### src/rtl/blink_period_meter.sv
// ---------------------------------------------------------------------------
// blink_period_meter
//
// Measures a slow square wave (for example a divided-clock LED drive) against
// CLOCK_50. SIG_IN is synchronised, its edges are detected, and the meter
// reports:
//   - the period between the last two rising edges, in clock cycles
//   - the high time from a rising edge to the following falling edge
//   - whether the last period lies within EXPECTED +/- TOLERANCE
//   - whether the input has stopped toggling for TIMEOUT cycles
//
// Ports
//   CLOCK_50      in   1      sole clock, rising edge
//   RESET_N       in   1      asynchronous assert, active-low reset
//   SIG_IN        in   1      asynchronous signal under measurement
//   PERIOD        out  CNT_W  cycles between the last two rising edges
//   HIGH_TIME     out  CNT_W  cycles from last rising edge to following fall
//   PERIOD_VALID  out  1      one-cycle pulse when PERIOD/IN_TOL update
//   IN_TOL        out  1      last PERIOD within EXPECTED +/- TOLERANCE
//   STALLED       out  1      no rising edge seen for TIMEOUT cycles
//
// Reset release is expected to be synchronous to CLOCK_50 (the board reset
// path provides that); assertion is asynchronous and clears every flop.
// ---------------------------------------------------------------------------
module blink_period_meter #(
    parameter int CNT_W       = 32,
    parameter int EXPECTED    = 50000000,
    parameter int TOLERANCE   = 50000,
    parameter int TIMEOUT     = 100000000,
    parameter int SYNC_STAGES = 2
) (
    input  logic             CLOCK_50,
    input  logic             RESET_N,
    input  logic             SIG_IN,
    output logic [CNT_W-1:0] PERIOD,
    output logic [CNT_W-1:0] HIGH_TIME,
    output logic             PERIOD_VALID,
    output logic             IN_TOL,
    output logic             STALLED
);

    localparam logic [CNT_W-1:0] TIMEOUT_M1   = CNT_W'(TIMEOUT - 1);
    localparam logic [CNT_W:0]   EXPECTED_EXT = (CNT_W + 1)'(EXPECTED);
    localparam logic [CNT_W:0]   TOL_EXT      = (CNT_W + 1)'(TOLERANCE);

    typedef enum logic [1:0] {
        IDLE    = 2'd0,
        MEASURE = 2'd1,
        STALL   = 2'd2
    } state_t;

    // -----------------------------------------------------------------------
    // Input synchroniser and edge detector
    // -----------------------------------------------------------------------
    logic [SYNC_STAGES-1:0] sync_reg;
    logic                   prev_reg;
    logic                   sig_s;
    logic                   rise;
    logic                   fall;

    always_ff @(posedge CLOCK_50 or negedge RESET_N) begin
        if (!RESET_N) begin
            sync_reg <= '0;
            prev_reg <= 1'b0;
        end else begin
            sync_reg <= {sync_reg[SYNC_STAGES-2:0], SIG_IN};
            prev_reg <= sync_reg[SYNC_STAGES-1];
        end
    end

    assign sig_s = sync_reg[SYNC_STAGES-1];
    // prev resets low, so an input already high at reset release produces one
    // rise; that rise lands in IDLE and only arms the meter.
    assign rise  = sig_s & ~prev_reg;
    assign fall  = ~sig_s & prev_reg;

    // -----------------------------------------------------------------------
    // Measurement state
    // -----------------------------------------------------------------------
    state_t           state_reg,   state_next;
    logic [CNT_W-1:0] cnt_reg,     cnt_next;
    logic [CNT_W-1:0] period_reg,  period_next;
    logic [CNT_W-1:0] high_reg,    high_next;
    logic             valid_reg,   valid_next;
    logic             in_tol_reg,  in_tol_next;
    logic             stalled_reg, stalled_next;

    logic [CNT_W-1:0] cnt_plus;
    logic [CNT_W:0]   diff;
    logic [CNT_W:0]   diff_mag;
    logic             within_tol;

    // cnt counts completed cycles since the last rise, so the interval that
    // ends on this cycle is cnt+1. cnt never exceeds TIMEOUT-1, so cnt+1 fits.
    assign cnt_plus = cnt_reg + CNT_W'(1);

    // One extra bit makes the difference a two's-complement value that
    // cannot wrap; take its magnitude before comparing with the tolerance.
    assign diff       = {1'b0, cnt_plus} - EXPECTED_EXT;
    assign diff_mag   = diff[CNT_W] ? (~diff + (CNT_W + 1)'(1)) : diff;
    assign within_tol = (diff_mag <= TOL_EXT);

    always_ff @(posedge CLOCK_50 or negedge RESET_N) begin
        if (!RESET_N) begin
            state_reg   <= IDLE;
            cnt_reg     <= '0;
            period_reg  <= '0;
            high_reg    <= '0;
            valid_reg   <= 1'b0;
            in_tol_reg  <= 1'b0;
            stalled_reg <= 1'b0;
        end else begin
            state_reg   <= state_next;
            cnt_reg     <= cnt_next;
            period_reg  <= period_next;
            high_reg    <= high_next;
            valid_reg   <= valid_next;
            in_tol_reg  <= in_tol_next;
            stalled_reg <= stalled_next;
        end
    end

    always_comb begin
        state_next   = state_reg;
        cnt_next     = cnt_reg;
        period_next  = period_reg;
        high_next    = high_reg;
        valid_next   = 1'b0;
        in_tol_next  = in_tol_reg;
        stalled_next = stalled_reg;

        case (state_reg)
            IDLE: begin
                if (rise) begin
                    state_next = MEASURE;
                    cnt_next   = '0;
                end
            end

            MEASURE: begin
                // A rise on the timeout cycle still counts as a valid period.
                if (rise) begin
                    period_next = cnt_plus;
                    valid_next  = 1'b1;
                    in_tol_next = within_tol;
                    cnt_next    = '0;
                end else begin
                    if (fall) begin
                        high_next = cnt_plus;
                    end
                    if (cnt_reg == TIMEOUT_M1) begin
                        state_next   = STALL;
                        stalled_next = 1'b1;
                        in_tol_next  = 1'b0;
                    end else begin
                        cnt_next = cnt_plus;
                    end
                end
            end

            STALL: begin
                // The interval spanning a stall is meaningless, so the rise
                // that ends it restarts the count without a report.
                if (rise) begin
                    state_next   = MEASURE;
                    stalled_next = 1'b0;
                    cnt_next     = '0;
                end
            end

            default: begin
                state_next = IDLE;
                cnt_next   = '0;
            end
        endcase
    end

    assign PERIOD       = period_reg;
    assign HIGH_TIME    = high_reg;
    assign PERIOD_VALID = valid_reg;
    assign IN_TOL       = in_tol_reg;
    assign STALLED      = stalled_reg;

endmodule

### config.mk
export PLATFORM = sky130hd
export DESIGN_NAME = blink_period_meter
export DESIGN_NICKNAME = d
export VERILOG_FILES = /design/src/rtl/blink_period_meter.sv
export SDC_FILE = /design/constraint.sdc
export NUM_CORES = 1
export LEC_CHECK = 0
export CAP_MARGIN = 10
export CORE_MARGIN = 4
export CORE_UTILIZATION = 55
export CTS_CLUSTER_SIZE = 25
export DETAILED_ROUTE_END_ITERATION = 7
export PLACE_DENSITY = 0.78
export SLEW_MARGIN = 20
export SYNTH_ARGS = -nofsm -noshare
export SYNTH_HDL_FRONTEND = slang
export SYNTH_SLANG_ARGS = --single-unit
### constraint.sdc
create_clock -name CLOCK_50 -period 4.9 [get_ports CLOCK_50]
set_input_delay 1.225 -clock CLOCK_50 [delete_from_list [all_inputs] [get_ports CLOCK_50]]
set_output_delay 1.225 -clock CLOCK_50 [all_outputs]
set_load 0.03 [all_outputs]
==> impl_metrics.toml, run 1 <==
[run_status]
status = "finished clean"

[worst_hold_path]
holdCritPathClass = "flop to flop"
hold_depth = 0
hold_start = "sync_reg[0]$_DFF_PN0_"
holdPathEnd = "sync_reg[1]$_DFF_PN0_"

[floorplanning]
floorplan.rows = 40
die-area_um2 = 14360
ios = 70
start_util_pct = 56.79
die_h_um = 119.8
core_area_um2 = 12110
chipWidth_um = 119.8

[finish]
drive_gt1_share_pct = 12.47
final_common_cell = "nand2_1"
diodes = 0
final_cell_mix = "113 x nand2_1, 102 x dfrtp_1, 84 x o21ai_0"
syn_to_final_growth_pct = 17.57
fin_nets = 876

[sta]
slew_violations = 0
fmax_ghz = 0.2153
tns_ns = 0
hold_viol = 0
min_period_ns = 4.645
skew_ns = 0.01033
slew_headroom_pct = 41.16
setup_viol = 0
min_period_over_period_pct = 94.79
fin_ws_ns = 0.2554
rsz0062_at_grt = "false"
worst_slew_pin_slew_ns = 0.8826

[clock_tree]
hold_buffers = 0
numCtsBuffers = 9
cts_max_path_buffers = 2
clk_pin_slew_ns = 0.07
clk-insertion-delay-late_ns = 0.36
htreeDepth = 3
tritoncts = "done"
cts_num_sinks = 104
cts_root_buf = "clkbuf_16"

[placement]
post-place-ws_ns = 0.4053
io_buffer_count = 69
gp_congestion = 0.9710
place_hpwl_um = 14360

[setup_path]
start_kind = "flop"
end_kind = "flop"
r2r_end = "IN_TOL$_DFFE_PN0P_"
critPathKind = "flop to flop"
critical_path_required_ns = 5.11
worstRegToRegCells = 17
crit_arrival_ns = 4.86
crit_fanout = 10
ff2ff_setup_slack_ns = 0.26
crit-reg2reg-launch = "cnt_reg[1]$_DFFE_PN0P_"

[synth]
ys.flop_type = "dfrtp_1"
yosys.cell_types.count = 86
synth_nets = 816
synth_edf_count = 0
ys_seq_area_share_pct = 37.84
avgSynthCellArea_um2 = 8.502
syn_inst = 809
netlist_area_um2 = 6878
yosysWarnings = 0
synth-async-reset-ratio_pct = 100.0
ys_ff_latch = 104

[global_route]
grt_overflow = 0
grt_pass1_vias = 6003
grt_use_total_pct = 27.83
grt_pass1_wl_um = 31980
grt_max_degree = 68
antenna_found_initial = 0

[route]
via_count = 6458
maxUsedRoutingLayer = "met4"
ant_nets = 0
wl_um = 19410
avgViaCountPerCell = 6.198
drt-wirelength-per-cell_um = 18.62
met2_length_um = 8520
drtIter0Drc = 608
drc = 0
met3_wirelength_um = 1072
met1_length_um = 9428
dr.pass1.iters = 5

[run]
max_cap_violations = 0

[power]
leakagePower_uw = 0.003192
cellPowerDensity_nw_per_um2 = 266.9
vdd_ir_drop_max_mv = 0.2773
-- worst max-delay path, stage by stage, from the launching register on --
cell and delay (ns):
dfrtp_1 0.58, and4_1 0.27, a21boi_0 0.11, or2_2 0.34
inv_1 0.17, ha_1 0.34, xor3_1 0.44, nor4_1 0.31
buf_4 0.18, nand3_1 0.09, nor3b_1 0.31, buf_4 0.19
nor2_1 0.05, a31oi_1 0.32, a21oi_1 0.16, a31oi_1 0.22
a2bb2oi_1 0.31, o31ai_2 0.12
-- metal layers --
metal	track usage, %	vias to the layer above
li1	-	3050
met1	42.18	3121
met2	41.38	256
met3	3.440	31
met4	9.091	0
met5	0	-
-- cells by family (layout without fill, tap and decap cells) --
| logic type | after synthesis | after routing | share of synthesized area [%] |
|---|---|---|---|
| muxes | 5 | 5 | 0.7459 |
| and+or+nand+nor | 360 | 360 | 29.05 |
| DFF | 104 | 104 | 37.84 |
| AOI/OAI and AO/OA | 216 | 216 | 19.72 |
| adders and majority gates | 4 | 4 | 0.7277 |
| buffers and inverters | 66 | 131 | 4.384 |
| xor gates and xnor gates | 54 | 54 | 7.531 |
-- power breakdown --
part | switching (uW) | internal, uW
Sequential | 69.4 | 928
Combinational | 285 | 177
Clock | 350 | 349
-- Yosys cell counts, types with 6 or more instances --
library cell  count  share of area, %
nand2_1         115               6.3
dfrtp_1         104                38
o21ai_0          84               6.1
nor2_1           74               4.0
a21oi_1          50               3.6
clkbuf_1         34               1.9
xnor2_1          31               3.9
nand3_1          24               1.7
nor3_1           22               1.6
nand4_1          21               1.9
xor2_1           18               2.3
nor4_1           16               1.5
a31oi_1          13               1.2
buf_2            13              0.95
inv_1            12              0.65
o31ai_1           7              0.76
or2_2             7              0.64
a211oi_1          6              0.65
and3_1            6              0.55
nor2b_1           6              0.55
nor4_2            6               1.1
nor4_4            6               1.9
-- stage by stage --
| step | utilization [%] | hold WS [ns] | area [um2] | total power, uW | std cells |
|---|---|---|---|---|---|
| 2_1_floorplan | - | 0.3312 | 6878 | 1287 | 809 |
| 3_3_place_gp | 64.36 | 0.3453 | 7795 | 1459 | 1026 |
| 3_5_place_dp | 64.36 | 0.3372 | 7795 | 1472 | 1026 |
| 4_1_cts | 66.67 | 0.3640 | 8075 | 2168 | 1042 |
| 5_1_grt | 66.77 | 0.3847 | 8087 | 2259 | 1042 |
| 6_report | 66.77 | 0.3610 | 8087 | 2158 | 1042 |
-- repair_timing --
| action | 4_1_cts | 5_1_grt |
|---|---|---|
| buffers inserted | 0 | 0 |
| gates resized for setup | 0 | 3 |
| endpoints found under the setup margin | 0 | 1 |
-- worst max path at each step --
stage                     slack, ns                   start            endpoint  cells after the start
after floorplan                0.39  cnt_reg[0]$_DFFE_PN0P_  IN_TOL$_DFFE_PN0P_                     18
after global placement         0.55  cnt_reg[0]$_DFFE_PN0P_  IN_TOL$_DFFE_PN0P_                     16
after detailed placement       0.41  cnt_reg[0]$_DFFE_PN0P_  IN_TOL$_DFFE_PN0P_                     16
after CTS                      0.37  cnt_reg[0]$_DFFE_PN0P_  IN_TOL$_DFFE_PN0P_                     17
after global routing          0.006  cnt_reg[1]$_DFFE_PN0P_  IN_TOL$_DFFE_PN0P_                     17
final                          0.26  cnt_reg[1]$_DFFE_PN0P_  IN_TOL$_DFFE_PN0P_                     17
-- area by class of cell --
cell class              instances  area [um2]
fillers                      1051        4025
multi-input cells             639        3990
flip-flops and latches        104        2605
repair buffers                103       955.9
clock buffers                   9       225.2
well taps                     168       210.2
clock inverters                 7       55.05
inverters                      12       45.04
(Power assumes the default switching activity.)
==> run 2, diff against run 1 <==
--- a/config.mk
+++ b/config.mk
@@ -5,11 +5,11 @@
 export SDC_FILE = /design/constraint.sdc
 export NUM_CORES = 1
 export LEC_CHECK = 0
-export CAP_MARGIN = 10
 export CORE_MARGIN = 4
 export CORE_UTILIZATION = 55
 export CTS_CLUSTER_SIZE = 25
 export DETAILED_ROUTE_END_ITERATION = 7
+export MAX_ROUTING_LAYER = met4
 export PLACE_DENSITY = 0.78
 export SLEW_MARGIN = 20
 export SYNTH_ARGS = -nofsm -noshare
==> run 2 against run 1 <==
Net effect:
- setup slack improved by 0.039 ns
- wire length grew 2.0%
- total power rose by 0.74%
- global-route usage increased by 1.0 points
- hold slack improved by 0.0016 ns
- first-iteration DRC count fell by 16%
- non-clock buffer count is 5 higher
- cell area increased by 0.76%
- final cell count grew 0.38%
- register-to-register slack improved by 0.04 ns
- sequential power shrank 1%
==> impl_metrics.toml, run 2 (synthesis results as in run 1) <==
[floorplanning]
core_area_um2 = 12110
chipWidth_um = 119.8
ios = 70
die-area_um2 = 14360
floorplan.rows = 40
start_util_pct = 56.79
die_h_um = 119.8

[clock_tree]
cts_root_buf = "clkbuf_16"
htreeDepth = 3
clk_pin_slew_ns = 0.07
clk-insertion-delay-late_ns = 0.35
numCtsBuffers = 9
post_cts_buffers = 0
cts_max_path_buffers = 2
cts_num_sinks = 104
tritoncts = "done"

[global_route]
grt_overflow = 0
grt_use_total_pct = 28.87
grt_pass1_wl_um = 32350
antenna_found_initial = 0
grt_pass1_vias = 6075
grt_max_degree = 47

[sta]
min_period_over_period_pct = 93.99
slew_violations = 0
slew_headroom_pct = 44.97
min_period_ns = 4.605
fin_ws_ns = 0.2946
tns_ns = 0
skew_ns = 0.008235
rsz0062_at_grt = "false"
fmax_ghz = 0.2171
worst_slew_pin_slew_ns = 0.8225
hold_viol = 0
setup_viol = 0

[finish]
final_cell_mix = "113 x nand2_1, 102 x dfrtp_1, 84 x o21ai_0"
multiInputGateArea_um2 = 4011
diodes = 0
regArea_um2 = 2605
fin_nets = 881
fill_cells = 1030
drive_gt1_share_pct = 12.87
final_common_cell = "nand2_1"
syn_to_final_growth_pct = 18.46

[setup_path]
critical-path-max-stage-delay_ns = 0.66
critical_path_required_ns = 5.16
cp_slowest_cell = "nor4_1"
crit_arrival_ns = 4.87
crit_fanout = 17
start_kind = "flop"
end_kind = "flop"
crit_chain = "ha_1 > nand3_2 > buf_4 > nor4_1 > o2111ai_1 > a21oi_1 > o211ai_1 > nor3_1 > buf_4 > and2_1 > buf_12 > a31oi_1 > o2111ai_1 > o2bb2ai_1 > a2bb2oi_1 > o31ai_2"
critPathKind = "flop to flop"

[placement]
io_buffer_count = 69
post-place-ws_ns = 0.3706
place_hpwl_um = 14710
gp_congestion = 0.9433

[worst_hold_path]
holdCritPathClass = "flop to flop"

[power]
vdd_ir_drop_max_mv = 0.3412
cellPowerDensity_nw_per_um2 = 266.9
leakagePower_uw = 0.003228
total_power_uw = 2174

[run]
max_cap_violations = 0

[route]
avgViaCountPerCell = 6.191
via_count = 6476
dr.pass1.iters = 5
wl_um = 19800
ant_nets = 0
drc = 0
drtIter0Drc = 511
drt-wirelength-per-cell_um = 18.93

[run_status]
status = "finished clean"
[run 2: cell types whose count changed in the layout (fill, tap and decap cells not counted), sizes merged]
cell      before  now
clkinv         1    3
buf           35   40
inv           14   12
clkinvlp       4    1
clkbuf         9   11
[run 2: power by group]
part	leakage, uW	internal (uW)	total [uW]	switching (uW)
registers	0.00136	929	987	58.7
clock network	0.000138	371	702	331
logic	0.00173	183	485	302
total	0.00323	1480	2170	692
[run 2: path summary, 6_finish.rpt]
kind	from	to	slack, ns	cells past startpoint
min	sync_reg[0]$_DFF_PN0_	sync_reg[1]$_DFF_PN0_	0.36	0
min reg2reg	sync_reg[0]$_DFF_PN0_	sync_reg[1]$_DFF_PN0_	0.36	0
min in group asynchronous	RESET_N	PERIOD[10]$_DFFE_PN0P_	0.88	1
max reg2reg	cnt_reg[0]$_DFFE_PN0P_	IN_TOL$_DFFE_PN0P_	0.29	16
max	cnt_reg[0]$_DFFE_PN0P_	IN_TOL$_DFFE_PN0P_	0.29	16
max in group asynchronous	RESET_N	HIGH_TIME[29]$_DFFE_PN0P_	3.18	2
[run 2: cell type report]
type / instances / area share [%]
well taps: 168 / 2.580
inverters: 12 / 0.5528
clock inverters: 4 / 0.3686
repair buffers: 108 / 12.19
flip-flops and latches: 104 / 31.97
multi-input cells: 639 / 49.23
clock buffers: 11 / 3.102
[run 2: what timing repair did]
item                                    CTS  global route
hold buffers                              0             0
endpoints found under the setup margin    0             1
resized for setup                         0             5
[run 2: through the flow]
step / hold slack [ns] / instance area [um2] / util, % / std cells
6_report: 0.3626 / 8148 / 67.27 / 1046
5_1_grt: 0.3734 / 8148 / 67.27 / 1046
4_1_cts: 0.3626 / 8115 / 67.00 / 1046
3_5_place_dp: 0.3363 / 7833 / 64.67 / 1031
3_3_place_gp: 0.3442 / 7833 / 64.67 / 1031
2_1_floorplan: 0.3312 / 6878 / - / 809
[run 2: layer usage]
layer	global-route usage, %	wire (um)	share of wire [%]
met5	-	0	0
met4	9.019	354	1.8
met3	3.487	1218	6.2
met2	43.82	9271	47
met1	40.79	8953	45
[run 2: critical path: cells and delay by family (launching register included)]
family | cells | cell delay, ns
fa+ha+maj | 1 | 0.42
buf+inv | 3 | 0.60
flops | 1 | 0.38
simple gates | 4 | 1.42
compound gates | 8 | 1.68
